--- src/rtl/commit_trace_buffer.sv ---
// -----------------------------------------------------------------------------
// commit_trace_buffer
//
// Receives the core's per-instruction commit trace, tags each retired record
// with a sequence number and buffers it in a first-word-fall-through FIFO.
// The FIFO drains onto a valid/ready stream towards a logger or slow host link.
// Capture stops once an ECALL/EBREAK record has been stored (STOP_ON_ENV=1).
// done_o flags that the buffer has drained after the stop.
//
// Stream handshake: a record transfers on every rising clk_i edge where
// m_valid_o && m_ready_i. m_valid_o never depends on m_ready_i. While
// m_valid_o=1 and m_ready_i=0 the m_* fields stay stable. While
// m_valid_o=0 the m_* fields hold the last value shown and carry no meaning.
//
// Ports:
//   clk_i, rst_i        clock, asynchronous active-high reset
//   clear_i             synchronous flush (FIFO, counters, seq, FSM)
//   update_i            one retired-instruction record this cycle
//   pc_i, instr_i       pc and instruction word of the record
//   reg_addr_i          destination register (0 = no write, stored as is)
//   reg_data_i          write-back data
//   m_valid_o/m_ready_i output stream handshake
//   m_pc_o .. m_seq_o   head record fields and its sequence tag
//   count_o, full_o     registered occupancy and full flag
//   overflow_o          sticky: a record was dropped
//   drop_cnt_o          saturating count of dropped records
//   stopped_o           capture FSM is in STOPPED
//   done_o              stopped and FIFO empty
// -----------------------------------------------------------------------------
module commit_trace_buffer #(
   parameter int XLEN        = 32,
   parameter int DEPTH       = 16,
   parameter int SEQ_W       = 16,
   parameter int STOP_ON_ENV = 1
) (
   input  logic                     clk_i,
   input  logic                     rst_i,
   input  logic                     clear_i,
   input  logic                     update_i,
   input  logic [XLEN-1:0]          pc_i,
   input  logic [XLEN-1:0]          instr_i,
   input  logic [4:0]               reg_addr_i,
   input  logic [XLEN-1:0]          reg_data_i,
   output logic                     m_valid_o,
   input  logic                     m_ready_i,
   output logic [XLEN-1:0]          m_pc_o,
   output logic [XLEN-1:0]          m_instr_o,
   output logic [4:0]               m_reg_addr_o,
   output logic [XLEN-1:0]          m_reg_data_o,
   output logic [SEQ_W-1:0]         m_seq_o,
   output logic [$clog2(DEPTH):0]   count_o,
   output logic                     full_o,
   output logic                     overflow_o,
   output logic [SEQ_W-1:0]         drop_cnt_o,
   output logic                     stopped_o,
   output logic                     done_o
);

   localparam int AW = $clog2(DEPTH);
   localparam int CW = AW + 1;

   localparam logic [XLEN-1:0] ECALL_WORD  = XLEN'(32'h0000_0073);
   localparam logic [XLEN-1:0] EBREAK_WORD = XLEN'(32'h0010_0073);

   typedef enum logic {
      ST_CAPTURE = 1'b0,
      ST_STOPPED = 1'b1
   } state_t;

   state_t r_state;
   state_t w_state_next;

   // FIFO storage (no reset needed: never read while empty)
   logic [XLEN-1:0]  r_pc_mem    [DEPTH];
   logic [XLEN-1:0]  r_instr_mem [DEPTH];
   logic [4:0]       r_ra_mem    [DEPTH];
   logic [XLEN-1:0]  r_rd_mem    [DEPTH];
   logic [SEQ_W-1:0] r_seq_mem   [DEPTH];

   logic [AW-1:0]    r_wr_ptr;
   logic [AW-1:0]    r_rd_ptr;
   logic [CW-1:0]    r_count;
   logic [SEQ_W-1:0] r_seq;
   logic [SEQ_W-1:0] r_drop_cnt;
   logic             r_overflow;

   // Copy of the last head shown; drives m_* while the FIFO is empty so the
   // outputs hold their last value instead of exposing a stale slot.
   logic [XLEN-1:0]  r_last_pc;
   logic [XLEN-1:0]  r_last_instr;
   logic [4:0]       r_last_ra;
   logic [XLEN-1:0]  r_last_rd;
   logic [SEQ_W-1:0] r_last_seq;

   logic w_empty;
   logic w_full;
   logic w_pop;
   logic w_capture;
   logic w_push;
   logic w_drop;
   logic w_is_env;

   assign w_empty  = (r_count == '0);
   assign w_full   = (r_count == CW'(DEPTH));
   assign w_pop    = !w_empty && m_ready_i && !clear_i;
   assign w_capture = update_i && (r_state == ST_CAPTURE) && !clear_i;
   // At full, a same-cycle pop frees the slot being written.
   assign w_push   = w_capture && (!w_full || w_pop);
   assign w_drop   = w_capture && !w_push;
   assign w_is_env = (instr_i == ECALL_WORD) || (instr_i == EBREAK_WORD);

   // ---------------------------------------------------------------- FSM
   always_ff @(posedge clk_i or posedge rst_i) begin
      if (rst_i) begin
         r_state <= ST_CAPTURE;
      end else begin
         r_state <= w_state_next;
      end
   end

   always_comb begin
      w_state_next = r_state;
      if (clear_i) begin
         w_state_next = ST_CAPTURE;
      end else if ((r_state == ST_CAPTURE) && w_push && w_is_env && (STOP_ON_ENV != 0)) begin
         w_state_next = ST_STOPPED;
      end
   end

   // ---------------------------------------------------------------- storage
   always_ff @(posedge clk_i) begin
      if (w_push) begin
         r_pc_mem[r_wr_ptr]    <= pc_i;
         r_instr_mem[r_wr_ptr] <= instr_i;
         r_ra_mem[r_wr_ptr]    <= reg_addr_i;
         r_rd_mem[r_wr_ptr]    <= reg_data_i;
         r_seq_mem[r_wr_ptr]   <= r_seq;
      end
   end

   // ---------------------------------------------------------------- control
   always_ff @(posedge clk_i or posedge rst_i) begin
      if (rst_i) begin
         r_wr_ptr   <= '0;
         r_rd_ptr   <= '0;
         r_count    <= '0;
         r_seq      <= '0;
         r_drop_cnt <= '0;
         r_overflow <= 1'b0;
      end else if (clear_i) begin
         r_wr_ptr   <= '0;
         r_rd_ptr   <= '0;
         r_count    <= '0;
         r_seq      <= '0;
         r_drop_cnt <= '0;
         r_overflow <= 1'b0;
      end else begin
         if (w_push) begin
            r_wr_ptr <= r_wr_ptr + AW'(1);
         end
         if (w_pop) begin
            r_rd_ptr <= r_rd_ptr + AW'(1);
         end
         if (w_push && !w_pop) begin
            r_count <= r_count + CW'(1);
         end else if (!w_push && w_pop) begin
            r_count <= r_count - CW'(1);
         end
         // Every captured update consumes a tag, stored or not.
         if (w_capture) begin
            r_seq <= r_seq + SEQ_W'(1);
         end
         if (w_drop) begin
            r_overflow <= 1'b1;
            if (r_drop_cnt != '1) begin
               r_drop_cnt <= r_drop_cnt + SEQ_W'(1);
            end
         end
      end
   end

   always_ff @(posedge clk_i or posedge rst_i) begin
      if (rst_i) begin
         r_last_pc    <= '0;
         r_last_instr <= '0;
         r_last_ra    <= '0;
         r_last_rd    <= '0;
         r_last_seq   <= '0;
      end else if (!w_empty) begin
         r_last_pc    <= r_pc_mem[r_rd_ptr];
         r_last_instr <= r_instr_mem[r_rd_ptr];
         r_last_ra    <= r_ra_mem[r_rd_ptr];
         r_last_rd    <= r_rd_mem[r_rd_ptr];
         r_last_seq   <= r_seq_mem[r_rd_ptr];
      end
   end

   // ---------------------------------------------------------------- outputs
   assign m_valid_o    = !w_empty;
   assign m_pc_o       = w_empty ? r_last_pc    : r_pc_mem[r_rd_ptr];
   assign m_instr_o    = w_empty ? r_last_instr : r_instr_mem[r_rd_ptr];
   assign m_reg_addr_o = w_empty ? r_last_ra    : r_ra_mem[r_rd_ptr];
   assign m_reg_data_o = w_empty ? r_last_rd    : r_rd_mem[r_rd_ptr];
   assign m_seq_o      = w_empty ? r_last_seq   : r_seq_mem[r_rd_ptr];
   assign count_o      = r_count;
   assign full_o       = w_full;
   assign overflow_o   = r_overflow;
   assign drop_cnt_o   = r_drop_cnt;
   assign stopped_o    = (r_state == ST_STOPPED);
   assign done_o       = stopped_o && w_empty;

endmodule
--- config.mk ---
export PLATFORM = sky130hd
export DESIGN_NAME = commit_trace_buffer
export DESIGN_NICKNAME = d
export VERILOG_FILES = /design/src/rtl/commit_trace_buffer.sv
export SDC_FILE = /design/constraint.sdc
export NUM_CORES = 2
export LEC_CHECK = 0
export BUFFER_PORTS_ARGS = -buffer_cell sky130_fd_sc_hd__buf_4
export CAP_MARGIN = 20
export CORE_AREA = 2 2 354 356
export DETAILED_ROUTE_END_ITERATION = 10
export DIE_AREA = 0 0 356 358
export PLACE_DENSITY_LB_ADDON = 0.12
export SLEW_MARGIN = 25
export SYNTH_ARGS = -nofsm -noshare
export SYNTH_HDL_FRONTEND = slang
export SYNTH_SLANG_ARGS = --single-unit
--- constraint.sdc ---
create_clock -name clk_i -period 27.3 [get_ports clk_i]
set_input_delay 1.365 -clock clk_i [delete_from_list [all_inputs] [get_ports clk_i]]
set_output_delay 1.365 -clock clk_i [all_outputs]
set_load 0.02 [all_outputs]
==> reports/metrics.cfg <==
[status]
outcome = finished, final reports clean

[setup_path]
slowest_delay_ns = 0.92
r2r_start = r_rd_ptr[3]$_DFFE_PP0P_
critPathBufInv = 4
worstPathRequired_ns = 25.93
cp_max_fo = 65
cp_top_family = buffers and inverters
slowest_stage = buf_4
start_kind = register
cpMostUsedCell = buf_4
path_class = reg2out
critPathLaunch = r_rd_ptr[3]$_DFFE_PP0P_
crit_chain = buf_4 -> buf_4 -> buf_4 -> mux4_2 -> mux2i_1 -> a211oi_1 -> a21o_1 -> buf_4
crit_arrival_ns = 5.72
ff2ff_setup_slack_ns = 22.48
endpoint_kind = output pin

[floorplanning]
die_y_um = 358
core_um2 = 123000
start_util = 0.627
die_area_um2 = 127000
io_pins = 249
rows = 129
die_x_um = 356

[clocking]
clkSinkCount = 2036
cts.repair.resized = 0
h-tree-depth = 4
clk_pin_slew_ns = 0.06
clockRootBuffer = clkbuf_16
cts_buffers = 196
ctsHoldBuffers = 0
clk_latency_ns = 0.83
post_cts_buffers = 0
cts_tree = done
cts.path.max_buffers = 3

[yosys]
synthTopCellsByArea = edfxtp_1, mux4_2, dfrtp_1
async_reset_ff_frac = 0.0806
ys_types = 54
synth_area_um2 = 77300
synth_seq_cells = 2036
synth_nets = 3546
syn_inst = 3428
netlist.area_leader.share = 0.728
ys_seq_area_frac = 0.781
ys_warn_count = 0
ys.flop_type = edfxtp_1
synth_edf_count = 1872
yosysTopAreaCell = edfxtp_1
syn_area_per_cell_um2 = 22.5

[sta]
timing.final.crit_share = 0.260
worstMarginPinSlew_ns = 1.13
finalHoldViolations = 0
holdWs_ns = 0.474
layout_setup_ws_ns = 20.21
timing.fmax_ghz = 0.141
rsz0062_at_grt = no
finClkSkew_ns = 0.0209
drv_slew = 0
fin_crit_ns = 7.09
setup_tns_ns = 0
slew-limit-headroom = 0.250
setup_violations = 0

[power]
p_sw_frac = 0.270
p_int_w = 0.00571
ir_drop_v = 0.0000761
clkPwrFrac = 0.333
p_comb_frac = 0.207
p_switching_w = 0.00211
seq_power_share = 0.460
p_per_area_nw_per_um2 = 89.8
p_leak_nw = 28.0

[final_layout]
finalNonFillerCells = 5552
final_cell_mix = edfxtp_1, mux4_2, buf_4
finalNetCount = 3855
drive_gt1_frac = 0.280
final_common_cell = edfxtp_1
final-seq-area_um2 = 60300
multi_input_area_um2 = 16000
syn_to_final_growth_pct = 12.8
fin_area_um2 = 87100
fillCellCount = 7229

[worst_hold_path]
worstHoldPathType = reg2reg
hp-start = r_last_pc[13]$_DFF_PP0_

[placement]
portBuffers = 248
place_ws_ns = 21.07
globalplace.congestion = 0.758
placed_area_um2 = 80800
dpl.hpwl_um = 86700
dp.cells = 5175

[detailed_routing]
drc = 0
ant_nets = 0
via_per_inst = 6.73
num_vias = 37400
drt_iter0_drc = 4514
wl_per_cell_um = 31.6
totalWireLength_um = 176000
first_pass_iters = 5

[global_route]
grt_pass1_wl_um = 257000
antenna_found_initial = 13
overflow = 0
grt_use_total = 0.280
grt_pass1_vias = 38500
grt_max_degree = 132

[job]
maxCapViolations = 0

layout make-up:
class | count | area share
Timing Repair Buffer | 304 | 0.0277
Clock inverter | 86 | 0.00919
Multi-Input combinational cell | 1187 | 0.184
Antenna cell | 6 | 0.000172
Tap cell | 1637 | 0.0235
Inverter | 12 | 0.000603
Sequential cell | 2036 | 0.693
Clock buffer | 284 | 0.0625
cells by family (layout without fill, tap and decap cells):
family                   count (synthesis)  after routing  share of synthesized area
AND/OR/NAND/NOR                        154            154                     0.0111
AO/OA/AOI/OAI                          406            406                     0.0378
buffers and inverters                  205            686                     0.0130
XOR/XNOR                                15             15                    0.00170
other                                    0              6                          0
adder cells (fa/ha/maj)                 12             12                    0.00204
flip-flops                            2036           2036                      0.781
multiplexers                           600            600                      0.154
path summary, 6_finish.rpt:
check / endpoint / cells past startpoint
min reg2reg: r_last_pc[13]$_DFF_PP0_ / 1
min in group asynchronous: r_last_pc[8]$_DFF_PP0_ / 2
max reg2reg: r_last_seq[3]$_DFF_PP0_ / 7
max in group asynchronous: r_rd_ptr[1]$_DFFE_PP0P_ / 4
min: r_last_pc[13]$_DFF_PP0_ / 1
max: m_seq_o[3] / 8
state kept, by name (all words and copies together), names as in the netlist, 32 cells and up:
register      count
r_ra_mem         80
r_last_pc        32
r_rd_mem        512
r_pc_mem        512
r_instr_mem     512
r_last_rd        32
r_last_instr     32
r_seq_mem       256
power by group through the flow:
| stage | Sequential [W] | Combinational (W) | Clock [W] |
|---|---|---|---|
| finish | 0.00360 | 0.00162 | 0.00260 |
| global route | 0.00361 | 0.00172 | 0.00277 |
| global placement | 0.00366 | 0.00161 | 0 |
| detailed placement | 0.00366 | 0.00164 | 0 |
| CTS | 0.00360 | 0.00164 | 0.00264 |
| floorplan | 0.00363 | 0.00111 | 0 |
synthesized netlist by cell type, types with 12 or more instances:
cell         n
a21oi_1     15
nand2_1     28
dfrtp_1    164
mux2i_1    121
a211oi_1   120
inv_1       12
o22ai_1    117
nor2_1      25
buf_2      119
nor3_1      12
buf_4       20
a21o_1     120
edfxtp_1  1872
nand3_1     15
clkbuf_1    51
mux4_2     468
layer usage:
layer  share of wire  GRT usage
met4           0.021     0.0749
met2            0.50      0.450
met3           0.090     0.0564
met5         0.00054          0
met1            0.39      0.404
through the flow:
| step | util | total power (W) |
|---|---|---|
| after floorplan | - | 0.00474 |
| after global placement | 0.655 | 0.00527 |
| after detailed placement | 0.655 | 0.00530 |
| after CTS | 0.706 | 0.00788 |
| after global routing | 0.706 | 0.00810 |
| final | 0.706 | 0.00783 |
Power figures use the tool's default switching activity.
